===== src/rtl/sort4_sequencer_pkg.sv =====
// Shared constants for the sort4 sequencer: element width and FSM state encoding.
package sort4_sequencer_pkg;

    localparam int ELEM_W = 4;

    typedef enum logic [1:0] {
        IDLE    = 2'd0,
        COMPARE = 2'd1,
        DONE    = 2'd2
    } state_e;

endpackage


===== src/rtl/sort4_sequencer_if.sv =====
// Request/result bundle for sort4_sequencer. Handshake: start is taken only while busy=0;
// done is a one-cycle pulse, and out_data/swap_count stay stable from done until the next done.
interface sort4_sequencer_if
    import sort4_sequencer_pkg::*;
#(
    parameter int N     = 4,
    parameter int CNT_W = 3
);

    logic                  start;
    logic [ELEM_W*N-1:0]   in_data;
    logic                  busy;
    logic                  done;
    logic [ELEM_W*N-1:0]   out_data;
    logic [CNT_W-1:0]      swap_count;
    state_e                dbg_state;

    modport master (
        output start, in_data,
        input  busy, done, out_data, swap_count, dbg_state
    );

    modport slave (
        input  start, in_data,
        output busy, done, out_data, swap_count, dbg_state
    );

endinterface


===== src/rtl/magnitude_comparator.sv =====
// Purely combinational unsigned magnitude comparator; exactly one output is high.
module magnitude_comparator
    import sort4_sequencer_pkg::*;
(
    input  logic [ELEM_W-1:0] a,
    input  logic [ELEM_W-1:0] b,
    output logic              a_gt_b,
    output logic              a_eq_b,
    output logic              a_lt_b
);

    assign a_gt_b = (a > b);
    assign a_eq_b = (a == b);
    assign a_lt_b = (a < b);

endmodule


===== src/rtl/sort4_sequencer.sv =====
// Bubble-sort controller: one shared comparator, one compare per cycle, early exit on a clean pass.
module sort4_sequencer
    import sort4_sequencer_pkg::*;
#(
    parameter int N     = 4,
    parameter int CNT_W = 3
) (
    input  logic               clk,
    input  logic               rst,
    sort4_sequencer_if.slave   bus
);

    localparam int IDX_W = (N > 2) ? $clog2(N) : 1;

    state_e                state_q, state_d;
    logic [ELEM_W-1:0]     r_q [N];
    logic [ELEM_W-1:0]     r_d [N];
    logic [IDX_W-1:0]      idx_q, idx_d, last_q, last_d, idx_nxt;
    logic                  swapped_q, swapped_d;
    logic [CNT_W-1:0]      cnt_q, cnt_d;
    logic [CNT_W-1:0]      swap_count_q, swap_count_d;
    logic [ELEM_W*N-1:0]   out_data_q, out_data_d;
    logic                  busy_q, busy_d, done_q, done_d;
    logic [ELEM_W-1:0]     cmp_a, cmp_b;
    logic                  cmp_gt, cmp_eq, cmp_lt, swap_now;

    assign idx_nxt = idx_q + IDX_W'(1);
    assign cmp_a   = r_q[idx_q];
    assign cmp_b   = r_q[idx_nxt];

    magnitude_comparator u_cmp (
        .a      (cmp_a),
        .b      (cmp_b),
        .a_gt_b (cmp_gt),
        .a_eq_b (cmp_eq),
        .a_lt_b (cmp_lt)
    );

    // Equal or smaller keeps order, which is what makes the sort stable.
    assign swap_now = cmp_gt & ~(cmp_eq | cmp_lt);

    always_comb begin
        state_d      = state_q;
        r_d          = r_q;
        idx_d        = idx_q;
        last_d       = last_q;
        swapped_d    = swapped_q;
        cnt_d        = cnt_q;
        out_data_d   = out_data_q;
        swap_count_d = swap_count_q;

        case (state_q)
            IDLE: begin
                if (bus.start) begin
                    for (int i = 0; i < N; i++) begin
                        r_d[i] = bus.in_data[ELEM_W*i +: ELEM_W];
                    end
                    idx_d     = '0;
                    last_d    = IDX_W'(N - 2);
                    swapped_d = 1'b0;
                    cnt_d     = '0;
                    state_d   = COMPARE;
                end
            end
            COMPARE: begin
                if (swap_now) begin
                    r_d[idx_q]   = cmp_b;
                    r_d[idx_nxt] = cmp_a;
                    swapped_d    = 1'b1;
                    cnt_d        = cnt_q + CNT_W'(1);
                end
                if (idx_q != last_q) begin
                    idx_d = idx_nxt;
                end else if (last_q == '0 || !(swapped_q || swap_now)) begin
                    state_d = DONE;
                end else begin
                    last_d    = last_q - IDX_W'(1);
                    idx_d     = '0;
                    swapped_d = 1'b0;
                end
            end
            DONE: begin
                state_d = IDLE;
            end
            default: begin
                state_d = IDLE;
            end
        endcase

        // Capture the result using this cycle's post-swap values so DONE presents it.
        if (state_q == COMPARE && state_d == DONE) begin
            for (int i = 0; i < N; i++) begin
                out_data_d[ELEM_W*i +: ELEM_W] = r_d[i];
            end
            swap_count_d = cnt_d;
        end

        busy_d = (state_d != IDLE);
        done_d = (state_d == DONE);
    end

    always_ff @(posedge clk) begin
        if (rst) begin
            state_q      <= IDLE;
            for (int i = 0; i < N; i++) begin
                r_q[i] <= '0;
            end
            idx_q        <= '0;
            last_q       <= IDX_W'(N - 2);
            swapped_q    <= 1'b0;
            cnt_q        <= '0;
            out_data_q   <= '0;
            swap_count_q <= '0;
            busy_q       <= 1'b0;
            done_q       <= 1'b0;
        end else begin
            state_q      <= state_d;
            r_q          <= r_d;
            idx_q        <= idx_d;
            last_q       <= last_d;
            swapped_q    <= swapped_d;
            cnt_q        <= cnt_d;
            out_data_q   <= out_data_d;
            swap_count_q <= swap_count_d;
            busy_q       <= busy_d;
            done_q       <= done_d;
        end
    end

    assign bus.busy       = busy_q;
    assign bus.done       = done_q;
    assign bus.out_data   = out_data_q;
    assign bus.swap_count = swap_count_q;
    assign bus.dbg_state  = state_q;

endmodule


===== src/flat_wrapper.sv =====
// flat-port wrapper written by rule: the top's interface ports become plain ports
module sort4_sequencer_flat import sort4_sequencer_pkg::*;
#(
    parameter int N     = 4,
    parameter int CNT_W = 3
)
  (clk, rst, bus_start, bus_in_data, bus_busy, bus_done, bus_out_data, bus_swap_count, bus_dbg_state);
  sort4_sequencer_if #(.N(N), .CNT_W(CNT_W)) bus_i ();
  input  logic clk;
  input  logic rst;
  input wire logic [$bits(bus_i.start)-1:0] bus_start;
  input wire logic [$bits(bus_i.in_data)-1:0] bus_in_data;
  output wire logic [$bits(bus_i.busy)-1:0] bus_busy;
  output wire logic [$bits(bus_i.done)-1:0] bus_done;
  output wire logic [$bits(bus_i.out_data)-1:0] bus_out_data;
  output wire logic [$bits(bus_i.swap_count)-1:0] bus_swap_count;
  output wire logic [$bits(bus_i.dbg_state)-1:0] bus_dbg_state;
  assign bus_i.start = bus_start;
  assign bus_i.in_data = bus_in_data;
  assign bus_busy = bus_i.busy;
  assign bus_done = bus_i.done;
  assign bus_out_data = bus_i.out_data;
  assign bus_swap_count = bus_i.swap_count;
  assign bus_dbg_state = bus_i.dbg_state;
  sort4_sequencer #(.N(N), .CNT_W(CNT_W)) u_core (.clk(clk), .rst(rst), .bus(bus_i));
endmodule

===== config.mk =====
export PLATFORM = sky130hd
export DESIGN_NAME = sort4_sequencer_flat
export DESIGN_NICKNAME = d
export VERILOG_FILES = /design/src/rtl/sort4_sequencer_pkg.sv /design/src/rtl/sort4_sequencer_if.sv /design/src/rtl/magnitude_comparator.sv /design/src/rtl/sort4_sequencer.sv /design/src/flat_wrapper.sv
export SDC_FILE = /design/constraint.sdc
export NUM_CORES = 1
export LEC_CHECK = 0
export BUFFER_PORTS_ARGS = -buffer_cell sky130_fd_sc_hd__buf_2
export CAP_MARGIN = 20
export CORE_ASPECT_RATIO = 1.2
export CORE_MARGIN = 5
export CORE_UTILIZATION = 45
export CTS_BUF_LIST = sky130_fd_sc_hd__clkbuf_8
export DETAILED_ROUTE_END_ITERATION = 16
export REMOVE_ABC_BUFFERS = 1
export SLEW_MARGIN = 25
export SYNTH_ARGS = -nofsm -noshare
export SYNTH_HDL_FRONTEND = slang
export SYNTH_HIERARCHICAL = 1
export SYNTH_SLANG_ARGS = --single-unit

===== constraint.sdc =====
create_clock -name clk -period 6.83 [get_ports clk]
set_input_delay 1.366 -clock clk [delete_from_list [all_inputs] [get_ports clk]]
set_output_delay 1.366 -clock clk [all_outputs]
set_load 0.005 [all_outputs]

---- Yosys cells after proc, flatten, opt, wreduce, memory -nomap -nowiden ----
Cells that the tools add are included.
word-level totals
  register bits after elaboration ......... 47
  input port bits ......................... 19
  output and inout port bits .............. 23
  word-level logic and storage cells ...... 83
operators by class
  add/subtract/negate cells ............... 3
  $lt $le $gt $ge ......................... 6
  eq/ne operators ......................... 8
  multiplexer cells ....................... 35
  bitwise logic cells ..................... 5
  reductions and logical operators ........ 13
operators by type and width
  kind                                                                           number
  16-bit bitwise mux                                                             2
  16-bit two-way mux                                                             2
  16-bit one-hot mux with 2 select lines                                         1
  4-bit two-way mux                                                              6
  2-bit two-way mux                                                              9
  4-bit binary-select mux with 2-bit select                                      2
  4-bit demux with 2-bit select                                                  2
  2-bit one-hot mux with 2 select lines                                          3
  3-bit >= comparator (second input constant)                                    2
  3-bit by 1-bit less-than comparator with 1-bit output (second input constant)  2
  3-bit two-way mux                                                              2
  2-bit inequality test (second input constant)                                  3
  2-bit NOT with 3-bit output                                                    2
  3-bit one-hot mux with 2 select lines                                          1
  4-bit equality test                                                            1
  4-bit > comparator                                                             1
  2-bit zero test                                                                2
  4-bit less-than comparator                                                     1
  1-bit two-way mux                                                              4
  4-bit AND reduction                                                            1
  2-bit nonzero test                                                             2
  3-bit by 1-bit adder with 3-bit output (second input constant)                 1
  1-bit logical AND                                                              3
  3-bit by 2-bit inequality test with 1-bit output (second input constant)       1
  other kinds (13)                                                               14

---- Logic depth before layout (Yosys ltp) ----
Gate-level depths: netlist of the first run.
  word-level depth ........................ 17
  depth in mapped cells ................... 20
  gate-level depth less buffers ........... 15

---- Cells and area by module ----
Netlist of the first run, hierarchy kept.
by module, submodules not included
  module                instances  cells each  area each (um^2)  sequential area each (um^2)
  sort4_sequencer       1          404         3230.6            940.9
  magnitude_comparator  1          16          128.9             0.0

---- Worst setup path before layout of the first run ----
Ideal clock, no wire load.
  path type ............................... register to register
  from .................................... register u_core.idx_q[0]
  to ...................................... register u_core.swap_count_q[2] (netlist: u_core/bus.swap_count[2])
  library setup time ...................... 79 ps
  data arrival time ....................... 3728 ps
  required time ........................... 6751 ps
  path slack .............................. 3022 ps
  cell stages (with the launch flop) ...... 20
  buffers on the path ..................... 4
  clock period less this slack ............ 3808 ps
  path through ............................ dfxtp_1 > buf_2 > inv_1 > clkbuf_1 > ha_1 > buf_4 > mux2_2 > nor2_1 > nor2_1 > inv_1 > ha_1 > nand2_1 > o21bai_4 > and2_1 > or3b_4 > buf_6 > nor2_8 > nand2_2 > mux2_4 > a211oi_2
between the ends
  cells in the longest elaborated chain, start to end .. 17
  elaborated cells between the ends (all ways) .. 26
  classes of those cells .................. add/sub (1); order compare (2); eq/ne (3); mux (11); bitwise (5); reduce/logical (4)
ends and longest elaborated chain
  item                                                     line                        RTL
  start: declaration                                       sort4_sequencer.sv:18       logic [IDX_W-1:0] idx_q, idx_d, last_q, last_d, idx_nxt;
  start signal: assignment                                 sort4_sequencer.sv:119      idx_q <= idx_d;
  2-bit by 1-bit adder with 2-bit output *                 sort4_sequencer.sv:27       assign idx_nxt = idx_q + IDX_W'(1);
  2-bit NOT with 3-bit output (implied by the code) *      sort4_sequencer.sv:29       assign cmp_b = r_q[idx_nxt];
  4-bit binary-select mux with 2-bit select *              sort4_sequencer.sv:29
  4-bit two-way mux (implied by the code) * (2 in series)  sort4_sequencer.sv:29
  named net u_core.cmp_b[3]                                sort4_sequencer.sv:24       logic [ELEM_W-1:0] cmp_a, cmp_b;
  4-bit less-than comparator *                             magnitude_comparator.sv:14  assign a_lt_b = (a < b);
  named net u_core.cmp_lt                                  sort4_sequencer.sv:25       logic cmp_gt, cmp_eq, cmp_lt, swap_now;
  1-bit bitwise OR *                                       sort4_sequencer.sv:40       assign swap_now = cmp_gt & ~(cmp_eq | cmp_lt);
  (+2 left out)                                            -
  1-bit logical OR                                         sort4_sequencer.sv:74       end else if (last_q == '0 || !(swapped_q || swap_now)) begin
  1-bit zero test                                          sort4_sequencer.sv:74
  1-bit logical OR                                         sort4_sequencer.sv:74
  2-bit two-way mux                                        sort4_sequencer.sv:74
  2-bit two-way mux                                        sort4_sequencer.sv:72       if (idx_q != last_q) begin
  2-bit one-hot mux with 2 select lines                    sort4_sequencer.sv:52       case (state_q)
  2-bit equality test                                      sort4_sequencer.sv:91       if (state_q == COMPARE && state_d == DONE) begin
  1-bit logical AND                                        sort4_sequencer.sv:91
  end signal: assignment                                   sort4_sequencer.sv:124      swap_count_q <= swap_count_d;
  end: declaration                                         sort4_sequencer.sv:21       logic [CNT_W-1:0] swap_count_q, swap_count_d;
Mark *: on every way through the listed nets, which the timed path passes. The rest lies on a longest branch. The select of a mux whose other input is x is not followed.
A chain may end at the register's enable or synchronous reset.

---- Final worst setup path of the first run ----
  from .................................... register u_core.idx_q[1]
  to ...................................... register u_core.out_data_q[3] (netlist: u_core/bus.out_data[3])
between the ends
  cells in the longest elaborated chain, start to end .. 17
  elaborated cells between the ends (all ways) .. 38
  classes of those cells .................. add/sub (1); order compare (6); eq/ne (3); mux (17); bitwise (5); reduce/logical (6)
ends and longest elaborated chain
  item                                                     line                        RTL
  2-bit by 1-bit adder with 2-bit output *                 sort4_sequencer.sv:27
  2-bit NOT with 3-bit output (implied by the code) *      sort4_sequencer.sv:29
  4-bit binary-select mux with 2-bit select *              sort4_sequencer.sv:29
  4-bit two-way mux (implied by the code) * (2 in series)  sort4_sequencer.sv:29
  named net u_core.cmp_b[0]                                sort4_sequencer.sv:24
  4-bit equality test *                                    magnitude_comparator.sv:13  assign a_eq_b = (a == b);
  named net u_core.cmp_eq                                  sort4_sequencer.sv:25
  1-bit bitwise OR *                                       sort4_sequencer.sv:40
  (+2 left out)                                            -
  1-bit logical OR                                         sort4_sequencer.sv:74
  1-bit zero test                                          sort4_sequencer.sv:74
  1-bit logical OR                                         sort4_sequencer.sv:74
  2-bit two-way mux                                        sort4_sequencer.sv:74
  2-bit two-way mux                                        sort4_sequencer.sv:72
  2-bit one-hot mux with 2 select lines                    sort4_sequencer.sv:52
  2-bit equality test                                      sort4_sequencer.sv:91
  1-bit logical AND                                        sort4_sequencer.sv:91
  end signal: assignment                                   sort4_sequencer.sv:123      out_data_q <= out_data_d;
  end: declaration                                         sort4_sequencer.sv:22       logic [ELEM_W*N-1:0] out_data_q, out_data_d;
Marks and branches as above.

==> flow_summary.toml, run 1 <==
[run_status]
status = "complete, no violations"

[placement]
hpwl_um = 6484
io_buffers = 41
gp_congestion = 0.9165

[cells_and_area]
area.growth.synth_to_final_pct = 9.832
multi_input_comb_area_um2 = 2230
final_nets = 480
fillers = 732
seqCellArea_um2 = 940.9
n_antenna_cell = 0
drive_gt1_frac = 0.1964

[grt]
use_met1 = 0.2732
use_met3 = 0.03622
grt_max_degree = 48
gr-total-overflow = 0
antenna_found_initial = 0
busiest_layer = "met2"
grt_pass1_vias = 2922
grtUsageMet2 = 0.3201
grt_pass1_wl_um = 15150
grt.total_usage = 0.2013

[clocking]
tritoncts = "built"
htreeDepth = 2
post_cts_buffers = 0
cts_hold_buf = 0
clk_path_buf_depth = 2
clk_pin_slew_ns = 0.10
clkLatencyLatePin_ns = 0.31
cts_sinks = 47
cts_resized = 0
cts_buffers = 5
clockRootBuffer = "clkbuf_8"

[routing]
drtIter0Drc = 301
drtAntennaViolNets = 0
first_pass_iters = 5
totalWireLength_um = 9188
vias = 3216
wl_per_cell_um = 17.08
drt-vias-per-instance = 5.978
drc = 0

[logic_synthesis]
syn-cell-area_um2 = 3359
yosys.area.top_type = "dfxtp_1"
async_reset_ff_frac = 0
synth_edf_count = 0
synth_cell_types = 59
synthCells = 420
synthTopCellsByArea = "dfxtp_1 (28%), nor2_1 (6.8%), a21oi_1 (5.7%)"
synth.ff_latch_count = 47
synth_top_area_share = 0.2801
synth_warnings = 6
synth_top_flop_cell = "dfxtp_1"
syn_area_per_cell_um2 = 7.999
synth-seq-area-share = 0.2801

[critical_path]
cp.required_ns = 7.05
rrSetupSlack_ns = 1.88
cp.arrival_ns = 5.17
worstReg2RegStart = "u_core/idx_q[1]"
critPathKind = "reg2reg"
critPathCaptureType = "register"
crit_fanout = 39
startpoint = "u_core/idx_q[1]"
startpoint_type = "register"

[timing]
period_needed_ns = 4.955
slew_violations = 0
setup-violations-final = 0
fmax_mhz = 201.8
tightest_slew_ns = 0.8675
finalHoldViolCount = 0
clock_skew_ns = 0.01475
tns_ns = 0
post-route-period-util = 0.7254
rsz0062_at_grt = "no"
slew_headroom = 0.4195

[min_path]
hp-start = "u_core/bus.out_data[0]"
min_path_type = "reg2reg"

[power]
power_density_nw_per_um2 = 239.0
p_leak_nw = 1.465
finalPower_mw = 0.8817
peakVddDrop_mv = 0.1194

[floorplan]
die_w_um = 88.88
rows = 34
fp.dieH_um = 104.7
die_area_um2 = 9301
io_pins = 42
coreArea_um2 = 7274
start_util = 0.4618

[job]
cap_violations = 0
==> layer usage <==
metal,vias up,part of all wire
met5,-,0
met4,0,0.015
met3,12,0.061
met2,113,0.48
met1,1504,0.44
li1,1587,-
==> where the power goes <==
group          switching [mW]  internal (mW)  total, mW
Sequential             0.0279          0.295      0.323
Clock                   0.106          0.110      0.217
Combinational           0.203          0.139      0.342
Total                   0.337          0.544      0.882
==> cell families (layout without fill, tap and decap cells) <==
kind of cell,Yosys count,after routing,share of synthesized area
buffers and inverters,39,67,0.05698
xor gates and xnor gates,2,2,0.007451
DFF,47,47,0.2801
AOI/OAI and AO/OA,131,131,0.2723
muxes,21,21,0.07635
and+or+nand+nor,166,166,0.2548
adders and majority gates,14,14,0.05214
==> cells in the final DEF, fill, tap and decap left out, types with 2 or more instances in the layout <==
master / Yosys / routed
nor2_1: 61 / 61
dfxtp_1: 47 / 47
buf_2: 6 / 41
a21oi_1: 38 / 38
nand2_1: 31 / 31
nor2b_1: 20 / 20
a221oi_1: 16 / 16
a211oi_1: 15 / 15
inv_1: 13 / 13
mux2_2: 13 / 13
ha_1: 14 / 13
o22ai_1: 10 / 10
nand2b_1: 8 / 8
o21ai_1: 8 / 8
a22oi_1: 8 / 8
nand3_1: 8 / 8
a311oi_1: 8 / 8
nor3_1: 7 / 7
o21ai_0: 7 / 7
and3b_1: 6 / 6
clkbuf_8: 0 / 5
buf_4: 4 / 5
and3_1: 5 / 5
and2_1: 4 / 4
a31oi_1: 4 / 4
mux2_4: 3 / 3
a21o_1: 3 / 3
nand3b_1: 3 / 3
mux2_1: 2 / 2
nand2_2: 2 / 2
mux2i_1: 2 / 2
a211oi_2: 2 / 2
o221a_2: 2 / 2
==> layout make-up <==
cell class                      count  area share
Clock buffer                        5     0.01865
Clock inverter                      3     0.01255
Inverter                           13     0.01322
Multi-Input combinational cell    334      0.6043
Sequential cell                    47      0.2550
Tap cell                           90     0.03052
Timing Repair Buffer               46     0.06579
==> through the flow <==
stage	util	hold slack [ns]	cell area [um^2]	cells	setup slack, ns
finish	0.5072	0.4894	3690	538	1.875
global route	0.5072	0.5308	3690	538	1.477
CTS	0.5069	0.4889	3687	538	1.543
detailed placement	0.4911	0.4673	3572	530	1.577
global placement	0.4911	0.4833	3572	530	1.829
floorplan	-	0.4636	3217	394	1.906
==> worst max-delay path, stage by stage, from the launching register on <==
cell and delay [ns]:
dfxtp_1 0.86, inv_1 0.22, ha_2 0.82, mux2_2 0.45, nor2_1 0.10, nor2_1 0.07
ha_1 0.26, nand2_1 0.05, nor2_1 0.23, a21oi_2 0.06, or3b_4 0.36, a21oi_4 0.12
nor3_4 0.56, buf_4 0.38, nor2_1 0.07, a311oi_1 0.23
==> worst paths after layout <==
kind	cells past startpoint	to
max	15	u_core/bus.out_data[3]
min	2	u_core/bus.out_data[0]
max reg2reg	15	u_core/bus.out_data[3]
min reg2reg	2	u_core/bus.out_data[0]
==> Yosys cell counts, types with 8 or more instances <==
cell type and count:
a211oi_1 15, a21oi_1 38, a221oi_1 16, a22oi_1 8, a311oi_1 8, clkbuf_1 9
dfxtp_1 47, ha_1 14, inv_1 13, mux2_2 13, nand2_1 31, nand2b_1 8
nand3_1 8, nor2_1 61, nor2b_1 20, o21ai_1 8, o22ai_1 10
==> registers in the layout, summed over array words and instances (netlist names) <==
| signal | cells |
|---|---|
| u_core/last_q | 2 |
| u_core/bus.dbg_state | 2 |
| u_core/bus.busy | 1 |
| u_core/idx_q | 2 |
| u_core/bus.done | 1 |
| u_core/r_q | 16 |
| u_core/bus.out_data | 16 |
| u_core/bus.swap_count | 3 |
| u_core/cnt_q | 3 |
| u_core/swapped_q | 1 |
Power figures use the tool's default switching activity.
==> run 2, diff against run 1 <==
- PLACE_DENSITY: not set -> 0.67
- clock period: 6.83 -> 4.2 ns (I/O delays scaled with it)
==> run 2 against run 1 <==
  * Setup slack got worse by 1.4 ns
  * Power increased by 71%
  * Highest routed layer unchanged
  * Core utilization increased by 0.72 points
  * Wire length decreased by 2.3%
  * Combinational power increased by 63%
==> flow_summary.toml, run 2 (synthesized netlist as in run 1, its figures left out) <==
[cells_and_area]
drive_gt1_frac = 0.2013
mostFrequentLayoutCells = "nor2_1 (61), dfxtp_1 (47), buf_2 (41)"
n_antenna_cell = 0
area.growth.synth_to_final_pct = 11.40
instances_no_fill = 542
layout_commonest_cell = "nor2_1"
final_nets = 484

[floorplan]
start_util = 0.4618
coreArea_um2 = 7274
fp.dieH_um = 104.7
die_area_um2 = 9301
io_pins = 42
rows = 34
die_w_um = 88.88

[clocking]
clkLatencyLatePin_ns = 0.31
clockRootBuffer = "clkbuf_8"
clk_pin_slew_ns = 0.09
clk_path_buf_depth = 2
htreeDepth = 2
cts_buffers = 5
post_cts_buffers = 0
tritoncts = "built"
cts_sinks = 47
cts_resized = 0
cts_hold_buf = 0

[critical_path]
cp.required_ns = 4.36
critPathCaptureType = "register"
cpMaxStageDelayCell = "ha_1"
max_stage_delay_ns = 0.62
crit_fanout = 14
cp_cell_sequence = "inv_1 -> ha_1 -> mux2_2 -> nor2_1 -> nor2_1 -> inv_1 -> ha_1 -> nand2_1 -> o21bai_4 -> and2_1 -> nor3b_2 -> buf_4 -> mux2i_1 -> or2_1 -> a21oi_1 -> a21oi_1"
r2r_cells = 16
worstReg2RegStart = "u_core/idx_q[1]"
reg2reg_to = "u_core/r_q[14]"
cp.arrival_ns = 3.91
rrSetupSlack_ns = 0.44
startpoint_type = "register"
critPathKind = "reg2reg"

[timing]
clock_skew_ns = 0.009736
slew_violations = 0
finalHoldViolCount = 0
tightest_slew_ns = 0.9168
period_needed_ns = 3.756
post-route-period-util = 0.8943
rsz0062_at_grt = "no"
setup-violations-final = 0
fmax_mhz = 266.2
tns_ns = 0
timing.final.ws_setup_ns = 0.4438
slew_headroom = 0.3866

[placement]
place_ws_ns = 0.5159
gp_congestion = 0.9187
hpwl_um = 6427
io_buffers = 41
place_inst = 534

[power]
peakVddDrop_mv = 0.2360
power_density_nw_per_um2 = 401.9
p_leak_nw = 1.502

[grt]
antenna_found_initial = 0
grtUsageMet2 = 0.3307
grt_pass1_wl_um = 14870
use_met3 = 0.03543
use_met1 = 0.2594
grt_pass1_vias = 3011
grt.total_usage = 0.1979
grt_max_degree = 48
gr-total-overflow = 0
busiest_layer = "met2"

[routing]
drtAntennaViolNets = 0
drtIter0Drc = 217
wl_per_cell_um = 16.56
vias = 3171
drc = 0
totalWireLength_um = 8977
first_pass_iters = 4
drt-vias-per-instance = 5.851

[run_status]
status = "complete, no violations"

[min_path]
min_path_type = "reg2reg"
min_path_cells = 2
hp-start = "u_core/bus.out_data[0]"
holdPathEnd = "u_core/bus.out_data[0]"

[job]
cap_violations = 0
## run 2: changes by cell type in the layout (fill, tap and decap cells not counted), sizes merged
cell,change
bufinv,+1
buf,+4
clkinvlp,-1
## run 2: stage by stage
stage | hold slack (ns) | power, mW | instance area (um^2) | utilization
4_1_cts | 0.4854 | 1.517 | 3742 | 0.5144
5_1_grt | 0.5162 | 1.609 | 3742 | 0.5144
6_report | 0.4852 | 1.504 | 3742 | 0.5144
3_3_place_gp | 0.4638 | 1.087 | 3602 | 0.4952
2_1_floorplan | 0.4636 | 0.9313 | 3217 | -
3_5_place_dp | 0.4676 | 1.093 | 3602 | 0.4952
## run 2: layout make-up
cell class,instances,area (um^2)
inverters,13,48.80
flip-flops and latches,47,940.9
repair buffers,50,272.8
clock inverters,3,71.32
multi-input cells,334,2227
clock buffers,5,68.82
fillers,717,3532
well taps,90,112.6
## run 2: layer usage
layer | wire length [um] | up-vias | part of all wire
met3 | 486 | 11 | 0.054
met4 | 110 | 0 | 0.012
met1 | 4056 | 1459 | 0.45
li1 | - | 1605 | -
met2 | 4324 | 96 | 0.48
met5 | 0 | - | 0
## run 2: critical path: cells and delay by family (launching register included)
kind,cells,cell delay [ns]
adder cells (fa/ha/maj),2,0.90
multiplexers,2,0.38
AND/OR/NAND/NOR,6,1.03
AO/OA/AOI/OAI,3,0.58
flip-flops,1,0.34
buffers and inverters,3,0.35
## run 2: report_power, final
part,internal [mW],switching (mW)
Clock,0.242,0.172
Combinational,0.232,0.328
Sequential,0.480,0.0513
## run 2: worst max-delay path by stage
stage,startpoint,end,slack [ns],cells past startpoint
4_1_cts,u_core/idx_q[1],u_core/r_q[14],0.44,16
5_1_grt,u_core/idx_q[1],u_core/bus.out_data[9],0.12,16
2_1_floorplan,u_core/idx_q[0],u_core/bus.out_data[11],-0.72,15
6_report,u_core/idx_q[1],u_core/r_q[14],0.44,16
3_5_place_dp,u_core/idx_q[1],u_core/r_q[14],0.52,16
3_3_place_gp,u_core/idx_q[1],u_core/r_q[12],0.60,15
==> run 3, diff against run 2 <==
- clock period: 4.2 -> 3 ns (I/O delays scaled with it)
==> run 3 against run 2 <==
  * Maximum frequency rose by 16%
  * Highest routed layer unchanged
  * Wire length increased by 21%
  * The flow now finishes with violations (negative setup slack)
  * First-iteration DRC count increased by 25%
  * Setup slack worse by 0.68 ns
  * Design area rose by 22%
  * Largest cell class unchanged
  * Sequential power rose by 37%
==> flow_summary.toml, run 3 (synthesized netlist as in run 1, its figures left out) <==
[grt]
busiest_layer = "met2"
grt.total_usage = 0.2279
use_met3 = 0.03701
grtUsageMet2 = 0.3726
grt_pass1_vias = 3349
antenna_found_initial = 0
grt_pass1_wl_um = 16950
grt_max_degree = 39
use_met1 = 0.2957
gr-total-overflow = 0

[placement]
io_buffers = 41
hpwl_um = 7253
gp_congestion = 0.9246

[timing]
tightest_slew_ns = 0.7597
hold_ws_ns = 0.4955
timing.final.ws_setup_ns = -0.2355
slew_headroom = 0.4928
setup-violations-final = 44
slew_violations = 0
finalHoldViolCount = 0
clock_skew_ns = 0.01035
post-route-period-util = 1.079
fmax_mhz = 309.1
period_needed_ns = 3.236
rsz0062_at_grt = "yes"

[critical_path]
rrSetupSlack_ns = -0.24
cp_cell_sequence = "inv_4 -> ha_4 -> buf_12 -> mux2_4 -> nor2_2 -> nor2_1 -> inv_1 -> ha_4 -> nand2_4 -> o21bai_4 -> a21oi_2 -> or3b_4 -> a2111oi_4 -> a211oi_2 -> nor3_1 -> nor3_1"
cp.arrival_ns = 3.42
critPathCaptureType = "register"
max_stage_delay_ns = 0.49
cp.required_ns = 3.19
reg2reg_to = "u_core/r_q[12]"
r2r_cells = 16
worstReg2RegStart = "u_core/idx_q[1]"
critPathKind = "reg2reg"
cpMaxStageDelayCell = "or3b_4"
startpoint_type = "register"
crit_fanout = 6

[clocking]
tritoncts = "built"
htreeDepth = 2
cts_hold_buf = 0
clk_path_buf_depth = 2
clk_pin_slew_ns = 0.10
clockRootBuffer = "clkbuf_8"
cts_sinks = 47
clkLatencyLatePin_ns = 0.31
cts_buffers = 5

[run_status]
status = "complete, but fails checks"
violations = "negative setup slack"

[power]
sw_frac_of_total = 0.4009
finalPower_mw = 2.408
power_density_nw_per_um2 = 525.7
peakVddDrop_mv = 0.2641
p_int_mw = 1.443
seq_power_share = 0.301
p_leak_nw = 1.844
p_comb_frac = 0.535
p_switching_mw = 0.9655
clkPwrFrac = 0.164

[min_path]
min_path_cells = 2
min_path_type = "reg2reg"
hp-start = "u_core/bus.out_data[0]"
holdPathEnd = "u_core/bus.out_data[0]"

[cells_and_area]
final_nets = 540
n_antenna_cell = 0
area.growth.synth_to_final_pct = 36.35
drive_gt1_frac = 0.4134
layout_commonest_cell = "buf_4"
mostFrequentLayoutCells = "buf_4 (52), nor2_1 (47), dfxtp_1 (45)"
seqCellArea_um2 = 945.9
multi_input_comb_area_um2 = 2620
fillers = 636

[floorplan]
die_area_um2 = 9301
fp.dieH_um = 104.7
io_pins = 42
coreArea_um2 = 7274
start_util = 0.4618
die_w_um = 88.88
rows = 34

[routing]
totalWireLength_um = 10830
drtAntennaViolNets = 0
drt-vias-per-instance = 5.967
vias = 3568
drc = 0
drtIter0Drc = 271
wl_per_cell_um = 18.11
first_pass_iters = 4

[job]
cap_violations = 0
run 3: cell types whose count changed in the layout (fill, tap and decap cells not counted), moves of 5 or more:
cell     previous run  this run
a21oi_1            38        28
a21oi_2             1         9
a22oi_1             8         0
a22oi_2             0         8
buf_4               9        52
buf_6               0         8
ha_1               14         9
mux2_2             13         7
mux2_4              3        10
nor2_1             61        47
nor2_2              0        11
run 3: worst max-delay path by stage:
| stage | slack [ns] | start | end | cells past startpoint |
|---|---|---|---|---|
| floorplan | -1.92 | u_core/idx_q[0] | u_core/bus.out_data[11] | 15 |
| global placement | -0.38 | u_core/idx_q[0] | u_core/r_q[12] | 15 |
| detailed placement | -0.46 | u_core/idx_q[0] | u_core/r_q[12] | 15 |
| CTS | -0.12 | u_core/idx_q[1] | u_core/bus.swap_count[2] | 16 |
| global route | -0.35 | u_core/idx_q[1] | u_core/bus.out_data[14] | 16 |
| finish | -0.24 | u_core/idx_q[1] | u_core/r_q[12] | 16 |
run 3: power groups by stage:
stage               clock, mW  combinational (mW)  sequential, mW
global route            0.432                1.38           0.729
detailed placement          0               0.941           0.730
global placement            0               0.931           0.731
CTS                     0.407                1.11           0.719
finish                  0.395                1.29           0.725
floorplan                   0               0.558           0.746
run 3: area by class of cell:
type | instances | area share
multi-input cells | 335 | 0.5720
flip-flops and latches | 47 | 0.2065
repair buffers | 105 | 0.1672
clock buffers | 5 | 0.01502
inverters | 13 | 0.01120
clock inverters | 3 | 0.003551
well taps | 90 | 0.02458
run 3: through the flow:
step                      cell area (um^2)  TNS [ns]  utilization  setup slack [ns]  instances
after CTS                             4323    -2.242       0.5943           -0.1192        595
final                                 4581    -5.622       0.6297           -0.2355        598
after global routing                  4581    -10.76       0.6297           -0.3518        598
after detailed placement              3935    -16.53       0.5409           -0.4589        575
after global placement                3935    -11.56       0.5409           -0.3827        575
after floorplan                       3217    -76.19            -            -1.924        394
run 3: worst max-delay path: cells and delay by family, from the launching register on:
kind | cells | cell delay, ns
DFF | 1 | 0.39
buffers and inverters | 3 | 0.24
muxes | 1 | 0.31
adders and majority gates | 2 | 0.42
and+or+nand+nor | 6 | 0.92
AOI/OAI and AO/OA | 4 | 0.82
run 3: per-layer routing:
metal / vias up / share of wire
met3: 28 / 0.053
met4: 0 / 0.032
li1: 1710 / -
met5: - / 0
met1: 1698 / 0.42
met2: 132 / 0.49
run 3: timing repair:
action	CTS	global route
hold endpoints to repair	0	0
setup buffers	12	2
pin swaps	20	31
cloned	0	1
endpoints found under the setup margin	46	46
gates resized for setup	47	55
